## src/rtl/param_window_loader.sv

```systemverilog
// Streams weight/feature tap pairs for a KxK (xNUM_CH) convolution window from a
// single synchronous-read memory, alternating weight and feature fetches.
module param_window_loader #(
    parameter int unsigned DATA_W    = 8,
    parameter int unsigned ADDR_W    = 6,
    parameter int unsigned K         = 3,
    parameter int unsigned IMG_W     = 4,
    parameter int unsigned NUM_CH    = 1,
    parameter int unsigned CH_STRIDE = 16,
    parameter int unsigned W_BASE    = 0
) (
    input  logic              clk,
    input  logic              rst,
    input  logic              start,
    input  logic [ADDR_W-1:0] feature_baseaddr,
    input  logic [DATA_W-1:0] q,
    output logic [ADDR_W-1:0] addr,
    output logic              rd_en,
    output logic              busy,
    output logic [DATA_W-1:0] w_out,
    output logic [DATA_W-1:0] f_out,
    output logic              acc_en,
    output logic              rst_pe,
    output logic              is_done_o
);

    localparam int unsigned N  = NUM_CH * K * K;
    localparam int unsigned NW = (N > 1) ? $clog2(N) : 1;
    localparam int unsigned KW = (K > 1) ? $clog2(K) : 1;
    localparam int unsigned CW = (NUM_CH > 1) ? $clog2(NUM_CH) : 1;

    typedef enum logic [2:0] {IDLE, FETCH_W, FETCH_F, DRAIN, DONE} state_t;

    state_t            state_q;
    logic [ADDR_W-1:0] base_q;
    logic [ADDR_W-1:0] addr_q;
    logic              rd_en_q;
    logic              busy_q;
    logic              acc_en_q;
    logic              done_q;
    logic [DATA_W-1:0] w_q;
    logic [NW-1:0]     n_q, n_d;
    logic [CW-1:0]     c_q, c_d;
    logic [KW-1:0]     r_q, r_d;
    logic [KW-1:0]     col_q, col_d;
    logic              last_tap;
    logic [ADDR_W-1:0] feat_addr;
    logic [ADDR_W-1:0] w_addr_next;

    always_comb begin
        last_tap = (n_q == NW'(N - 1));
        n_d      = n_q + 1'b1;
        col_d    = col_q + 1'b1;
        r_d      = r_q;
        c_d      = c_q;
        // Column wraps into row, row wraps into channel.
        if (col_q == KW'(K - 1)) begin
            col_d = '0;
            if (r_q == KW'(K - 1)) begin
                r_d = '0;
                c_d = c_q + 1'b1;
            end else begin
                r_d = r_q + 1'b1;
            end
        end
        feat_addr   = ADDR_W'(32'(base_q) + 32'(c_q) * CH_STRIDE
                              + 32'(r_q) * IMG_W + 32'(col_q));
        w_addr_next = ADDR_W'(W_BASE + 32'(n_d));
    end

    always_ff @(posedge clk or negedge rst) begin
        if (!rst) begin
            state_q  <= IDLE;
            base_q   <= '0;
            addr_q   <= '0;
            rd_en_q  <= 1'b0;
            busy_q   <= 1'b0;
            acc_en_q <= 1'b0;
            done_q   <= 1'b0;
            w_q      <= '0;
            n_q      <= '0;
            c_q      <= '0;
            r_q      <= '0;
            col_q    <= '0;
        end else begin
            acc_en_q <= 1'b0;
            case (state_q)
                IDLE: begin
                    if (start) begin
                        state_q <= FETCH_W;
                        base_q  <= feature_baseaddr;
                        addr_q  <= ADDR_W'(W_BASE);
                        rd_en_q <= 1'b1;
                        busy_q  <= 1'b1;
                        n_q     <= '0;
                        c_q     <= '0;
                        r_q     <= '0;
                        col_q   <= '0;
                    end
                end
                FETCH_W: begin
                    state_q <= FETCH_F;
                    addr_q  <= feat_addr;
                end
                FETCH_F: begin
                    // q now carries the weight requested in FETCH_W.
                    w_q      <= q;
                    acc_en_q <= 1'b1;
                    n_q      <= n_d;
                    c_q      <= c_d;
                    r_q      <= r_d;
                    col_q    <= col_d;
                    if (last_tap) begin
                        state_q <= DRAIN;
                        addr_q  <= '0;
                        rd_en_q <= 1'b0;
                    end else begin
                        state_q <= FETCH_W;
                        addr_q  <= w_addr_next;
                    end
                end
                DRAIN: begin
                    state_q <= DONE;
                    done_q  <= 1'b1;
                end
                DONE: begin
                    state_q <= IDLE;
                    done_q  <= 1'b0;
                    busy_q  <= 1'b0;
                end
                default: state_q <= IDLE;
            endcase
        end
    end

    assign addr      = addr_q;
    assign rd_en     = rd_en_q;
    assign busy      = busy_q;
    assign w_out     = w_q;
    assign f_out     = acc_en_q ? q : '0;
    assign acc_en    = acc_en_q;
    assign is_done_o = done_q;
    assign rst_pe    = done_q | ~rst;

endmodule

```

## config.mk

```make
export PLATFORM = sky130hd
export DESIGN_NAME = param_window_loader
export DESIGN_NICKNAME = d
export VERILOG_FILES = /design/src/rtl/param_window_loader.sv
export SDC_FILE = /design/constraint.sdc
export NUM_CORES = 1
export LEC_CHECK = 0
export ABC_AREA = 0
export BUFFER_PORTS_ARGS = -buffer_cell sky130_fd_sc_hd__buf_2
export CORE_MARGIN = 10
export CORE_UTILIZATION = 35
export DETAILED_ROUTE_END_ITERATION = 6
export SLEW_MARGIN = 25
export SYNTH_ARGS = -nofsm -noshare
export SYNTH_HDL_FRONTEND = slang
export SYNTH_SLANG_ARGS = --single-unit
```

## constraint.sdc

```tcl
create_clock -name clk -period 5 [get_ports clk]
set_input_delay 0.25 -clock clk [delete_from_list [all_inputs] [get_ports clk]]
set_output_delay 0.25 -clock clk [all_outputs]
set_load 0.01 [all_outputs]
```

==> run summary, run 1 <==
========================================================================================================
Number of buffers between clock root and the deepest sink .................................            2
Number of buffer and inverter stages on the critical path .................................            1
Core Footprint ............................................................................    4820 um^2
Antenna cells .............................................................................            0
Count of yosys warnings during synthesis ..................................................            0
Via count of the first global-routing pass ................................................         1344
Area share of the leading cell type in the synthesized netlist ............................        50.7%
Post-CTS setup-driven buffer insertion count ..............................................            0
Largest net degree at the start of global routing .........................................           38
WS Path Type .............................................................................. flip-flop to flip-flop
Number of unique standard cell types used by synthesis ....................................           36
Cell with the largest stage delay on the worst path ....................................... sky130_fd_sc_hd__or3b_1
Max-cap violation count ...................................................................            0
Combined global-route utilization of all metal layers .....................................        9.71%
Number of top-level pins ..................................................................           44
Top cell type by total area after synthesis ............................................... sky130_fd_sc_hd__dfrtp_1
Layout Skew ...............................................................................   0.00892 ns
Number of clock sinks seen by CTS .........................................................           36
Cell area after synthesis .................................................................    1780 um^2
Initial core utilization ..................................................................        36.9%
Number of non-filler instances in the completed layout ....................................          285
Synth area leaders ........................................................................ sky130_fd_sc_hd__dfrtp_1, sky130_fd_sc_hd__nand2_1, sky130_fd_sc_hd__mux2_2, sky130_fd_sc_hd__ha_1, sky130_fd_sc_hd__o21ai_0
Area taken by multi-input logic gates .....................................................     807 um^2
Port Buf Inserts ..........................................................................           43
Power per cell area .......................................................................  601 nW/um^2
Post-synth EDFFs ..........................................................................            0
Largest fanout of any net on the critical path ............................................           17
Post-CTS Resized ..........................................................................            0
Die footprint .............................................................................    8330 um^2
Die span in x .............................................................................      91.3 um
Number of buffers created by CTS ..........................................................            5
Starting DRC count in detailed routing ....................................................          102
First-pass detailed-route iteration total .................................................            4
Residual overflow from global routing .....................................................            0
Required @ worst endpoint .................................................................      5.20 ns
Outcome ................................................................................... finished, final reports clean
Die extent in y ...........................................................................      91.3 um
Row cnt ...................................................................................           25
Mean Syn Cell Area ........................................................................    10.2 um^2
Minimum clock period after layout .........................................................      2.30 ns
Synth async-reset ratio ...................................................................         100%
Hold-fix buffers, CTS .....................................................................            0
Maximum clock frequency ...................................................................      434 MHz
Most numerous cell types in the synthesized netlist ....................................... sky130_fd_sc_hd__nand2_1, sky130_fd_sc_hd__dfrtp_1, sky130_fd_sc_hd__o21ai_0
Number of nets with antenna violations after detailed routing .............................            0
Placed instance count .....................................................................          277
Number of antenna violations at the first check in global routing .........................            0
Clock tree from TritonCTS .................................................................        built
Primary FF master, synth .................................................................. sky130_fd_sc_hd__dfrtp_1
Ratio of cells with drive above 1 in the final layout .....................................        28.4%
Setup-violating endpoint count in the final report ........................................            0
Worst skew pair latency ...................................................................      0.29 ns
Max-slew headroom .........................................................................        45.2%
Maximum vdd ir drop .......................................................................       188 uV
Area of all sequential standard cells .....................................................     901 um^2
Area Overhead vs Synth ....................................................................        21.5%
Post-DR vias/cell .........................................................................         4.76
Number of nets in the layout ..............................................................          242
Final Hold Violating Endpoints ............................................................            0
Synthesis-stage register bit count ........................................................           36
Total power consumption of the routed design ..............................................      1300 uW
Least-Margin Pin Slew .....................................................................     0.822 ns
Most instantiated library cell after synthesis ............................................ sky130_fd_sc_hd__nand2_1
Crit share post-route .....................................................................        46.1%
Leak Pwr ..................................................................................   0.00109 uW
CTS root buffer ........................................................................... sky130_fd_sc_hd__clkbuf_8
Data arrival time of the worst path .......................................................      2.50 ns
Delay contributed by the slowest stage of the critical path ...............................      0.65 ns
Post-detailed-route DRC marker count ......................................................            0
Setup repair after global routing missed its margin .......................................           no
Routed WL .................................................................................      4030 um
Slew Viols, Final .........................................................................            0
Number of nets in the synthesized netlist .................................................          199
Worst Setup Start Kind ....................................................................    flip-flop
Top Family by Delay on Critical Path ...................................................... simple AND/OR/NAND/NOR gates
Deepest level of the CTS H-tree ...........................................................            2
Wire length of the first global-routing pass ..............................................      6560 um
Sequential cell area fraction in the yosys report .........................................        50.7%
Post-CTS clock slew at the launch and capture registers of the worst setup and hold paths .      0.08 ns
Capturing element type of the critical path ...............................................    flip-flop
Path class of the lowest-slack min-delay path ............................................. input port to async pin
Filler instances ..........................................................................          493
DR vias ...................................................................................         1356
List of cells traversed by the critical path .............................................. or3b_1, inv_1, o21ai_0, o221ai_1
Final worst hold slack ....................................................................    0.0462 ns
Total negative slack for setup checks .....................................................         0 ns
Post-detailed-route wirelength per cell ...................................................      14.1 um
Routability congestion estimate from global placement .....................................        0.765
HPWL after detailed placement .............................................................      2930 um
Instance count of the mapped netlist ......................................................          174
========================================================================================================
[logic make-up after synthesis]
logic type                 count (synthesis)  synth area share [%]
AOI/OAI and AO/OA                         30                  10.6
and+or+nand+nor                           70                  19.5
adders and majority gates                  8                  6.06
xor gates and xnor gates                   5                  2.47
DFF                                       36                  50.7
muxes                                     11                  6.76
buffers and inverters                     14                  3.87
[per-layer routing]
layer	wire length (um)	part of all wire [%]	track usage (%)	vias up
met5	0	0	0	-
li1	-	-	-	685
met1	1740	43	10.7	642
met3	175	4.3	2.72	7
met2	2020	50	16.3	22
met4	91	2.3	5.87	0
[state kept, by name, summed over array words and instances, names as in the netlist]
name       cells
r_q            2
state_q        3
w_out          8
col_q          2
busy           1
rd_en          1
c_q            1
addr           6
n_q            4
is_done_o      1
acc_en         1
base_q         6
[power breakdown]
part | internal, uW | leakage (uW) | switching, uW | total (uW)
combinational | 230 | 0.000580 | 281 | 511
clock | 176 | 0.0000645 | 105 | 281
sequential | 402 | 0.000450 | 104 | 505
total | 808 | 0.00109 | 490 | 1300
[final cells by class]
class	count	area share [%]
Clock buffer	7	4.46
Clock inverter	1	1.39
Inverter	7	1.22
Multi-Input combinational cell	124	37.4
Sequential cell	36	41.7
Tap cell	67	3.88
Timing Repair Buffer	43	9.97
[worst reg2reg max path, delay by kind of cell, from the launching register on]
kind / cells / cell delay, ns
simple gates: 1 / 0.65
compound gates: 2 / 0.58
flops: 1 / 0.56
buf+inv: 1 / 0.42
[cells in the final DEF (no fill, tap or decap), types with 2 or more instances in the layout]
master                     count
sky130_fd_sc_hd__mux2i_1       3
sky130_fd_sc_hd__nand3_1       2
sky130_fd_sc_hd__nor2_1        8
sky130_fd_sc_hd__nor3_1        2
sky130_fd_sc_hd__xor2_1        3
sky130_fd_sc_hd__inv_1         7
sky130_fd_sc_hd__buf_2        43
sky130_fd_sc_hd__o31ai_1       2
sky130_fd_sc_hd__and2_1        8
sky130_fd_sc_hd__nand2b_1      4
sky130_fd_sc_hd__a21o_1        3
sky130_fd_sc_hd__o221ai_1      4
sky130_fd_sc_hd__ha_1          7
sky130_fd_sc_hd__xnor2_1       2
sky130_fd_sc_hd__clkbuf_8      7
sky130_fd_sc_hd__o21ai_0      11
sky130_fd_sc_hd__a21oi_1       6
sky130_fd_sc_hd__nand2_1      37
sky130_fd_sc_hd__dfrtp_1      36
sky130_fd_sc_hd__mux2_2        8
sky130_fd_sc_hd__or3b_2        2
[per-stage QoR]
step           instance area (um^2)  util (%)  setup WS (ns)
2_1_floorplan                  1780         -           3.34
3_3_place_gp                   2030      42.2           2.81
3_5_place_dp                   2030      42.2           2.70
4_1_cts                        2160      44.8           2.67
5_1_grt                        2160      44.8           2.50
6_report                       2160      44.8           2.70
[final timing paths]
kind                                         from                   end  slack [ns]  depth (start not counted)
min in group clk                             q[3]  w_out[3]$_DFFE_PN0P_        0.16                          3
max                        state_q[1]$_DFFE_PN0P_   addr[3]$_DFFE_PN0P_        2.70                          4
min reg2reg                  w_out[6]$_DFFE_PN0P_  w_out[6]$_DFFE_PN0P_        0.47                          2
min                                           rst   addr[4]$_DFFE_PN0P_        0.05                          1
max in group asynchronous                     rst  w_out[7]$_DFFE_PN0P_        4.43                          1
max reg2reg                state_q[1]$_DFFE_PN0P_   addr[3]$_DFFE_PN0P_        2.70                          4
Power figures use the tool's default switching activity.
==> run 2, diff against run 1 <==
==> constraint.sdc (replaced) <==
create_clock -name clk -period 2.2 [get_ports clk]
set_input_delay 0.11 -clock clk [delete_from_list [all_inputs] [get_ports clk]]
set_output_delay 0.11 -clock clk [all_outputs]
set_load 0.01 [all_outputs]
==> run 2 against run 1 <==
Against the previous run: combinational power increased by 140%; clock skew decreased by 0.0025 ns; cell count increased by 2.1%; sequential power increased by 130%; non-clock buffer count increased by 6; highest routed layer unchanged; utilization increased by 0.23 points; first-iteration DRC count decreased by 50%; critical path type unchanged; register-to-register slack got worse by 2.3 ns; sequential share of layout area decreased by 0.22 points; die area unchanged; global-route usage increased by 0.16 points.
==> run summary, run 2 (synthesis results as in run 1) <==
========================================================================================================
Total placed instance area ................................................................    2070 um^2   +1.8%
Cell with the largest stage delay on the worst path ....................................... sky130_fd_sc_hd__dfrtp_1
Worst slack at placement ..................................................................     0.435 ns   -2.27 ns
Minimum clock period after layout .........................................................      1.78 ns   -0.529 ns
Switching Power ...........................................................................      1090 uW   +120%
Crit path to .............................................................................. addr[5]$_DFFE_PN0P_
Maximum vdd ir drop .......................................................................       364 uV   +94%
Die extent in y ...........................................................................      91.3 um   unchanged
Routability congestion estimate from global placement .....................................        0.776   +1.5%
Hold-fix buffers, CTS .....................................................................            1   +1
Leading cell type in the layout, fill and taps excluded ................................... sky130_fd_sc_hd__buf_2
Post-DR vias/cell .........................................................................         4.68   -1.6%
List of cells traversed by the critical path .............................................. ha_1, a211oi_1, nor2_1, o21ai_0, or3b_2
Clock tree from TritonCTS .................................................................        built
Die span in x .............................................................................      91.3 um   unchanged
Setup-violating endpoint count in the final report ........................................            0   unchanged
Delay contributed by the slowest stage of the critical path ...............................      0.44 ns   -0.21 ns
Combined global-route utilization of all metal layers .....................................        9.88%   +0.16 points
Final worst hold slack ....................................................................    0.0320 ns   -0.0142 ns
Number of buffers between clock root and the deepest sink .................................            2   unchanged
Capturing element type of the critical path ...............................................    flip-flop
Depth of the most critical reg-to-reg path ................................................            5   +1
Flop pwr share ............................................................................        40.5%   +1.6 points
Area Overhead vs Synth ....................................................................        22.2%
Post-CTS Resized ..........................................................................            0   unchanged
Number of top-level pins ..................................................................           44   unchanged
Destination of the worst register-to-register timing path ................................. addr[5]$_DFFE_PN0P_
Max-cap violation count ...................................................................            0   unchanged
Required @ worst endpoint .................................................................      2.36 ns   -2.84 ns
Max-slew headroom .........................................................................        68.0%   +23 points
Post-detailed-route wirelength per cell ...................................................      13.7 um   -3.1%
Antenna cells .............................................................................            0   unchanged
Least-Margin Pin Slew .....................................................................     0.474 ns   -0.348 ns
Worst flop-to-flop path startpoint ........................................................ col_q[1]$_DFFE_PN0P_
Number of nets with antenna violations after detailed routing .............................            0   unchanged
Ratio of cells with drive above 1 in the final layout .....................................        29.0%   +0.58 points
Flop2flop setup slack .....................................................................      0.42 ns   -2.27 ns
Internal portion of total power ...........................................................      1740 uW   +110%
Switching fraction of total power .........................................................        38.7%   +0.91 points
Number of flip-flops under the largest register name ......................................            8   unchanged
Comb power frac ...........................................................................        42.8%   +3.4 points
Count of cell instances traversed by the critical path ....................................            5   +1
Die footprint .............................................................................    8330 um^2   unchanged
Leak Pwr ..................................................................................   0.00110 uW   +0.89%
Row cnt ...................................................................................           25   unchanged
Post-CTS clock slew at the launch and capture registers of the worst setup and hold paths .      0.07 ns   about the same
Via count of the first global-routing pass ................................................         1344   unchanged
Maximum clock frequency ...................................................................      563 MHz   +30%
Worst Setup Start Kind ....................................................................    flip-flop
Total negative slack for setup checks .....................................................         0 ns   unchanged
Final std cell area, no fill ..............................................................    2170 um^2   +0.52%
Layout Skew ...............................................................................   0.00645 ns   -0.00248 ns
Number of antenna violations at the first check in global routing .........................            0   unchanged
HPWL after detailed placement .............................................................      3110 um   +6.3%
Residual overflow from global routing .....................................................            0   unchanged
Post-CTS setup-driven buffer insertion count ..............................................            0   unchanged
Number of buffer and inverter stages on the critical path .................................            0   -1
Wire length of the first global-routing pass ..............................................      6740 um   +2.7%
Crit. Startpoint .......................................................................... col_q[1]$_DFFE_PN0P_
Crit share post-route .....................................................................        80.7%   +35 points
Core Footprint ............................................................................    4820 um^2   unchanged
Largest net degree at the start of global routing .........................................           24   -37%
Number of clock sinks seen by CTS .........................................................           36   unchanged
First-pass detailed-route iteration total .................................................            4   unchanged
Slew Viols, Final .........................................................................            0   unchanged
Data arrival time of the worst path .......................................................      1.94 ns   -0.56 ns
Top Family by Delay on Critical Path ...................................................... simple AND/OR/NAND/NOR gates
Power per cell area ....................................................................... 1300 nW/um^2   +120%
Worst skew pair latency ...................................................................      0.28 ns   about the same
Initial core utilization ..................................................................        36.9%   unchanged
Starting DRC count in detailed routing ....................................................           51   -50%
Setup repair after global routing missed its margin .......................................           no
WS Path Type .............................................................................. flip-flop to flip-flop
Final Hold Violating Endpoints ............................................................            0   unchanged
Outcome ................................................................................... finished, final reports clean
Commonest cells after routing, fill and taps aside ........................................ sky130_fd_sc_hd__buf_2, sky130_fd_sc_hd__nand2_1, sky130_fd_sc_hd__dfrtp_1
Largest fanout of any net on the critical path ............................................            6   -11
DR vias ...................................................................................         1362   +0.44%
Final setup slack of the worst path .......................................................     0.425 ns   -2.27 ns
Hold-critical path depth ..................................................................            3
Filler instances ..........................................................................          497   +0.81%
Port Buf Inserts ..........................................................................           43   unchanged
Clock network fraction of design power ....................................................        16.7%   -5.0 points
CTS root buffer ........................................................................... sky130_fd_sc_hd__clkbuf_8
Number of buffers created by CTS ..........................................................            5   unchanged
Path class of the lowest-slack min-delay path ............................................. input port to flip-flop
Routed WL .................................................................................      3990 um   -1.1%
Post-detailed-route DRC marker count ......................................................            0   unchanged
Deepest level of the CTS H-tree ...........................................................            2   unchanged
Number of nets in the layout ..............................................................          248   +2.5%
========================================================================================================
==> run 2: changes by cell type in the layout (fill, tap and decap cells not counted), sizes merged <==
| cell | before | now |
|---|---|---|
| dlygate4sd3 | 0 | 1 |
| bufinv | 1 | 0 |
| clkbuf | 7 | 8 |
| buf | 43 | 48 |
==> run 2: power groups by stage <==
stage | combinational (uW) | sequential (uW) | clock [uW]
after detailed placement | 1220 | 1160 | 0
after floorplan | 823 | 1140 | 0
after global routing | 1380 | 1190 | 519
after CTS | 1240 | 1150 | 492
after global placement | 1220 | 1150 | 0
final | 1210 | 1140 | 473
==> run 2: cell type report <==
| cell class | count | area [um^2] | share of cell area, % |
|---|---|---|---|
| flip-flops and latches | 36 | 901 | 41.5 |
| multi-input cells | 124 | 807 | 37.2 |
| repair buffers | 49 | 263 | 12.1 |
| clock buffers | 8 | 90.1 | 4.15 |
| well taps | 67 | 83.8 | 3.86 |
| inverters | 7 | 26.3 | 1.21 |
==> run 2: worst min path at each step <==
stage,startpoint,to,slack (ns)
global route,q[5],w_out[5]$_DFFE_PN0P_,0.03
detailed placement,rst,base_q[5]$_DFFE_PN0P_,0.03
global placement,rst,base_q[5]$_DFFE_PN0P_,0.03
floorplan,rst,acc_en$_DFF_PN0_,-0.19
CTS,q[5],w_out[5]$_DFFE_PN0P_,0.02
finish,q[7],w_out[7]$_DFFE_PN0P_,0.03
==> run 2: worst reg2reg max path, cell delays in order (launching register included) <==
cell,delay [ns]
sky130_fd_sc_hd__dfrtp_1,0.44
sky130_fd_sc_hd__ha_1,0.32
sky130_fd_sc_hd__a211oi_1,0.23
sky130_fd_sc_hd__nor2_1,0.10
sky130_fd_sc_hd__o21ai_0,0.13
sky130_fd_sc_hd__or3b_2,0.44
==> run 2: per-stage QoR <==
step                cells  total power [uW]  utilization [%]
floorplan             174              1960                -
global placement      282              2370             43.0
detailed placement    282              2380             43.0
CTS                   291              2880             45.1
global route          291              3080             45.1
finish                291              2830             45.1
==> run 2: metal layers <==
| layer | up-vias | wire length, um | GRT usage, % |
|---|---|---|---|
| li1 | 685 | - | - |
| met4 | 0 | 53 | 3.92 |
| met2 | 27 | 1980 | 15.6 |
| met1 | 645 | 1760 | 12.3 |
| met3 | 5 | 191 | 3.05 |
| met5 | - | 0 | 0 |
==> run 3, diff against run 2 <==
--- a/config.mk
+++ b/config.mk
@@ -5,7 +5,7 @@
 export SDC_FILE = /design/constraint.sdc
 export NUM_CORES = 1
 export LEC_CHECK = 0
-export ABC_AREA = 0
+export ABC_AREA = 1
 export BUFFER_PORTS_ARGS = -buffer_cell sky130_fd_sc_hd__buf_2
 export CORE_MARGIN = 10
 export CORE_UTILIZATION = 35
==> constraint.sdc (replaced) <==
create_clock -name clk -period 1.7 [get_ports clk]
set_input_delay 0.085 -clock clk [delete_from_list [all_inputs] [get_ports clk]]
set_output_delay 0.085 -clock clk [all_outputs]
set_load 0.01 [all_outputs]
==> run 3 against run 2 <==
Against the previous run: fmax grew 13%; global-route usage grew 0.29 points; clock power rose by 55%; cell area is 5.5% higher; sequential share of layout area fell by 2.2 points; flip-flop and latch count stayed put; via count increased by 11%; total power is 36% higher; register-to-register slack worse by 0.30 ns; worst hold slack lost 0.021 ns; critical endpoint is now addr[4]$_DFFE_PN0P_; largest power group unchanged; highest routed layer unchanged.
==> run summary, run 3 <==
========================================================================================================
Outcome ................................................................................... finished, final reports clean
Routed WL .................................................................................      4130 um   +3.7%
Largest fanout of any net on the critical path ............................................            5   -1
Setup repair after global routing missed its margin .......................................           no
Total negative slack for setup checks .....................................................         0 ns   unchanged
Most numerous cell types in the synthesized netlist ....................................... sky130_fd_sc_hd__nand2_1, sky130_fd_sc_hd__dfrtp_1, sky130_fd_sc_hd__inv_1
Total power consumption of the routed design ..............................................      3860 uW   +36%
Number of nets in the layout ..............................................................          295   +19%
Cell area after synthesis .................................................................    1810 um^2   +1.8%
Ratio of cells with drive above 1 in the final layout .....................................        25.5%   -3.6 points
Path class of the lowest-slack min-delay path ............................................. input port to flip-flop
Filler instances ..........................................................................          529   +6.4%
Final Hold Violating Endpoints ............................................................            0   unchanged
Via count of the first global-routing pass ................................................         1610   +20%
Primary FF master, synth .................................................................. sky130_fd_sc_hd__dfrtp_1
Post-detailed-route wirelength per cell ...................................................      12.1 um   -12%
Post-detailed-route DRC marker count ......................................................            0   unchanged
Synth async-reset ratio ...................................................................         100%   unchanged
Max-slew headroom .........................................................................        77.4%   +9.3 points
Synth area leaders ........................................................................ sky130_fd_sc_hd__dfrtp_1, sky130_fd_sc_hd__nand2_1, sky130_fd_sc_hd__inv_1, sky130_fd_sc_hd__ha_1, sky130_fd_sc_hd__nand3_1
Sequential cell area fraction in the yosys report .........................................        49.8%   -0.91 points
Routability congestion estimate from global placement .....................................        0.799   +3.0%
Leading cell type in the layout, fill and taps excluded ................................... sky130_fd_sc_hd__nand2_1
Leak Pwr ..................................................................................   0.00128 uW   +16%
Post-CTS setup-driven buffer insertion count ..............................................            0   unchanged
Minimum clock period after layout .........................................................      1.57 ns   -0.201 ns
Synthesis-stage register bit count ........................................................           36   unchanged
Number of nets with antenna violations after detailed routing .............................            0   unchanged
Deepest level of the CTS H-tree ...........................................................            2   unchanged
Row cnt ...................................................................................           26   +4.0%
Number of clock sinks seen by CTS .........................................................           36   unchanged
Top cell type by total area after synthesis ............................................... sky130_fd_sc_hd__dfrtp_1
Post-CTS clock slew at the launch and capture registers of the worst setup and hold paths .      0.08 ns   about the same
CTS root buffer ........................................................................... sky130_fd_sc_hd__clkbuf_8
Commonest cells after routing, fill and taps aside ........................................ sky130_fd_sc_hd__nand2_1, sky130_fd_sc_hd__buf_2, sky130_fd_sc_hd__dfrtp_1
Power per cell area ....................................................................... 1680 nW/um^2   +29%
Wire length of the first global-routing pass ..............................................      7200 um   +6.9%
WS Path Type .............................................................................. flip-flop to flip-flop
Die extent in y ...........................................................................      91.9 um   +0.71%
Area taken by multi-input logic gates .....................................................     781 um^2   -3.3%
Number of buffers created by CTS ..........................................................            5   unchanged
Number of buffers between clock root and the deepest sink .................................            2   unchanged
Maximum clock frequency ...................................................................      635 MHz   +13%
Area of all sequential standard cells .....................................................     901 um^2   unchanged
Core Footprint ............................................................................    5070 um^2   +5.4%
Most instantiated library cell after synthesis ............................................ sky130_fd_sc_hd__nand2_1
HPWL after detailed placement .............................................................      3150 um   +1.3%
Least-Margin Pin Slew .....................................................................     0.339 ns   -0.135 ns
Number of flip-flops under the largest register name ......................................            8   unchanged
Crit share post-route .....................................................................        92.6%   +12 points
Die span in x .............................................................................      91.9 um   +0.71%
Clock tree from TritonCTS .................................................................        built
Mean Syn Cell Area ........................................................................    8.45 um^2   -17%
Count of yosys warnings during synthesis ..................................................            0   unchanged
Post-DR vias/cell .........................................................................         4.43   -5.3%
Instance count of the mapped netlist ......................................................          214   +23%
Number of top-level pins ..................................................................           44   unchanged
Maximum vdd ir drop .......................................................................       684 uV   +88%
Starting DRC count in detailed routing ....................................................           47   -7.8%
Layout Skew ...............................................................................   0.00747 ns   +0.00103 ns
Setup-violating endpoint count in the final report ........................................            0   unchanged
Largest net degree at the start of global routing .........................................           26   +8.3%
Initial core utilization ..................................................................        35.7%   -1.2 points
Data arrival time of the worst path .......................................................      1.74 ns   -0.20 ns
Antenna cells .............................................................................            0   unchanged
Area share of the leading cell type in the synthesized netlist ............................        49.8%   -0.91 points
Area Overhead vs Synth ....................................................................        26.6%
Worst skew pair latency ...................................................................      0.28 ns   about the same
Number of unique standard cell types used by synthesis ....................................           25   -31%
Post-synth EDFFs ..........................................................................            0   unchanged
Final std cell area, no fill ..............................................................    2290 um^2   +5.5%
First-pass detailed-route iteration total .................................................            4   unchanged
Max-cap violation count ...................................................................            0   unchanged
Combined global-route utilization of all metal layers .....................................        10.2%   +0.29 points
Residual overflow from global routing .....................................................            0   unchanged
DR vias ...................................................................................         1511   +11%
Worst Setup Start Kind ....................................................................    flip-flop
Number of antenna violations at the first check in global routing .........................            0   unchanged
Capturing element type of the critical path ...............................................    flip-flop
Die footprint .............................................................................    8440 um^2   +1.4%
Slew Viols, Final .........................................................................            0   unchanged
Required @ worst endpoint .................................................................      1.87 ns   -0.49 ns
Total placed instance area ................................................................    2120 um^2   +2.3%
Port Buf Inserts ..........................................................................           43   unchanged
Number of nets in the synthesized netlist .................................................          239   +20%
========================================================================================================
run 3: area by class of cell:
class                      instances  area share (%)
inverter                          29            5.08
sequential                        36            39.3
timing repair buffer              52            13.0
multi-input combinational        146            34.1
clock inverter                     2            1.53
clock buffer                       6            3.17
tap                               70            3.82
run 3: path summary, 6_finish.rpt:
| check | startpoint | to | slack, ns | cells after the start |
|---|---|---|---|---|
| max in group asynchronous | rst | w_out[6]$_DFFE_PN0P_ | 0.82 | 3 |
| worst min register to register | busy$_DFFE_PN0P_ | busy$_DFFE_PN0P_ | 0.47 | 2 |
| worst max register to register | col_q[0]$_DFFE_PN0P_ | addr[4]$_DFFE_PN0P_ | 0.13 | 8 |
| min in group asynchronous | rst | base_q[4]$_DFFE_PN0P_ | 0.24 | 2 |
| worst min-delay path | feature_baseaddr[1] | base_q[1]$_DFFE_PN0P_ | 0.01 | 3 |
| worst max-delay path | col_q[0]$_DFFE_PN0P_ | addr[4]$_DFFE_PN0P_ | 0.13 | 8 |
run 3: stage by stage:
| stage | worst slack (ns) | hold WS (ns) | std cells | utilization, % |
|---|---|---|---|---|
| finish | 0.126 | 0.0110 | 341 | 45.1 |
| global route | 0.0334 | 0.00601 | 341 | 45.1 |
| CTS | 0.0484 | 0.00320 | 341 | 45.0 |
| detailed placement | 0.0606 | 0.00591 | 327 | 41.7 |
| global placement | 0.0980 | 0.00501 | 327 | 41.7 |
| floorplan | 0.159 | -0.211 | 214 | - |
run 3: timing repair:
item,CTS,global route
setup endpoints to repair,0,1
hold endpoints to repair,16,0
hold buffers,6,0
gates resized for setup,0,2
run 3: cells by family after synthesis:
logic type                 count (synthesis)  synth area share, %
DFF                                       36                 49.8
xor gates and xnor gates                   1                0.484
adders and majority gates                  8                 5.95
buffers and inverters                     32                 7.33
AOI/OAI and AO/OA                         18                 5.95
and+or+nand+nor                          119                 30.5
run 3: layer usage:
layer / part of all wire (%) / vias to the layer above / track usage (%)
met2: 43 / 38 / 15.8
met5: 0 / - / 0
met1: 50 / 685 / 12.8
met3: 6.6 / 3 / 4.32
li1: - / 785 / -
met4: 0.41 / 0 / 2.31
run 3: critical path, stage by stage (launching register included):
cell and delay (ns):
sky130_fd_sc_hd__dfrtp_1 0.42, sky130_fd_sc_hd__ha_2 0.21, sky130_fd_sc_hd__fa_2 0.35, sky130_fd_sc_hd__nand2_1 0.07, sky130_fd_sc_hd__nand2_1 0.05, sky130_fd_sc_hd__a21oi_1 0.17, sky130_fd_sc_hd__nand2_1 0.07, sky130_fd_sc_hd__nand2_1 0.05
sky130_fd_sc_hd__o21ai_0 0.06
run 3: power by group:
part           switching [uW]  total, uW  leakage, uW  internal [uW]
clock network             299        734    0.0000552            435
registers                 260       1450     0.000455           1190
logic                    1030       1670     0.000772            642
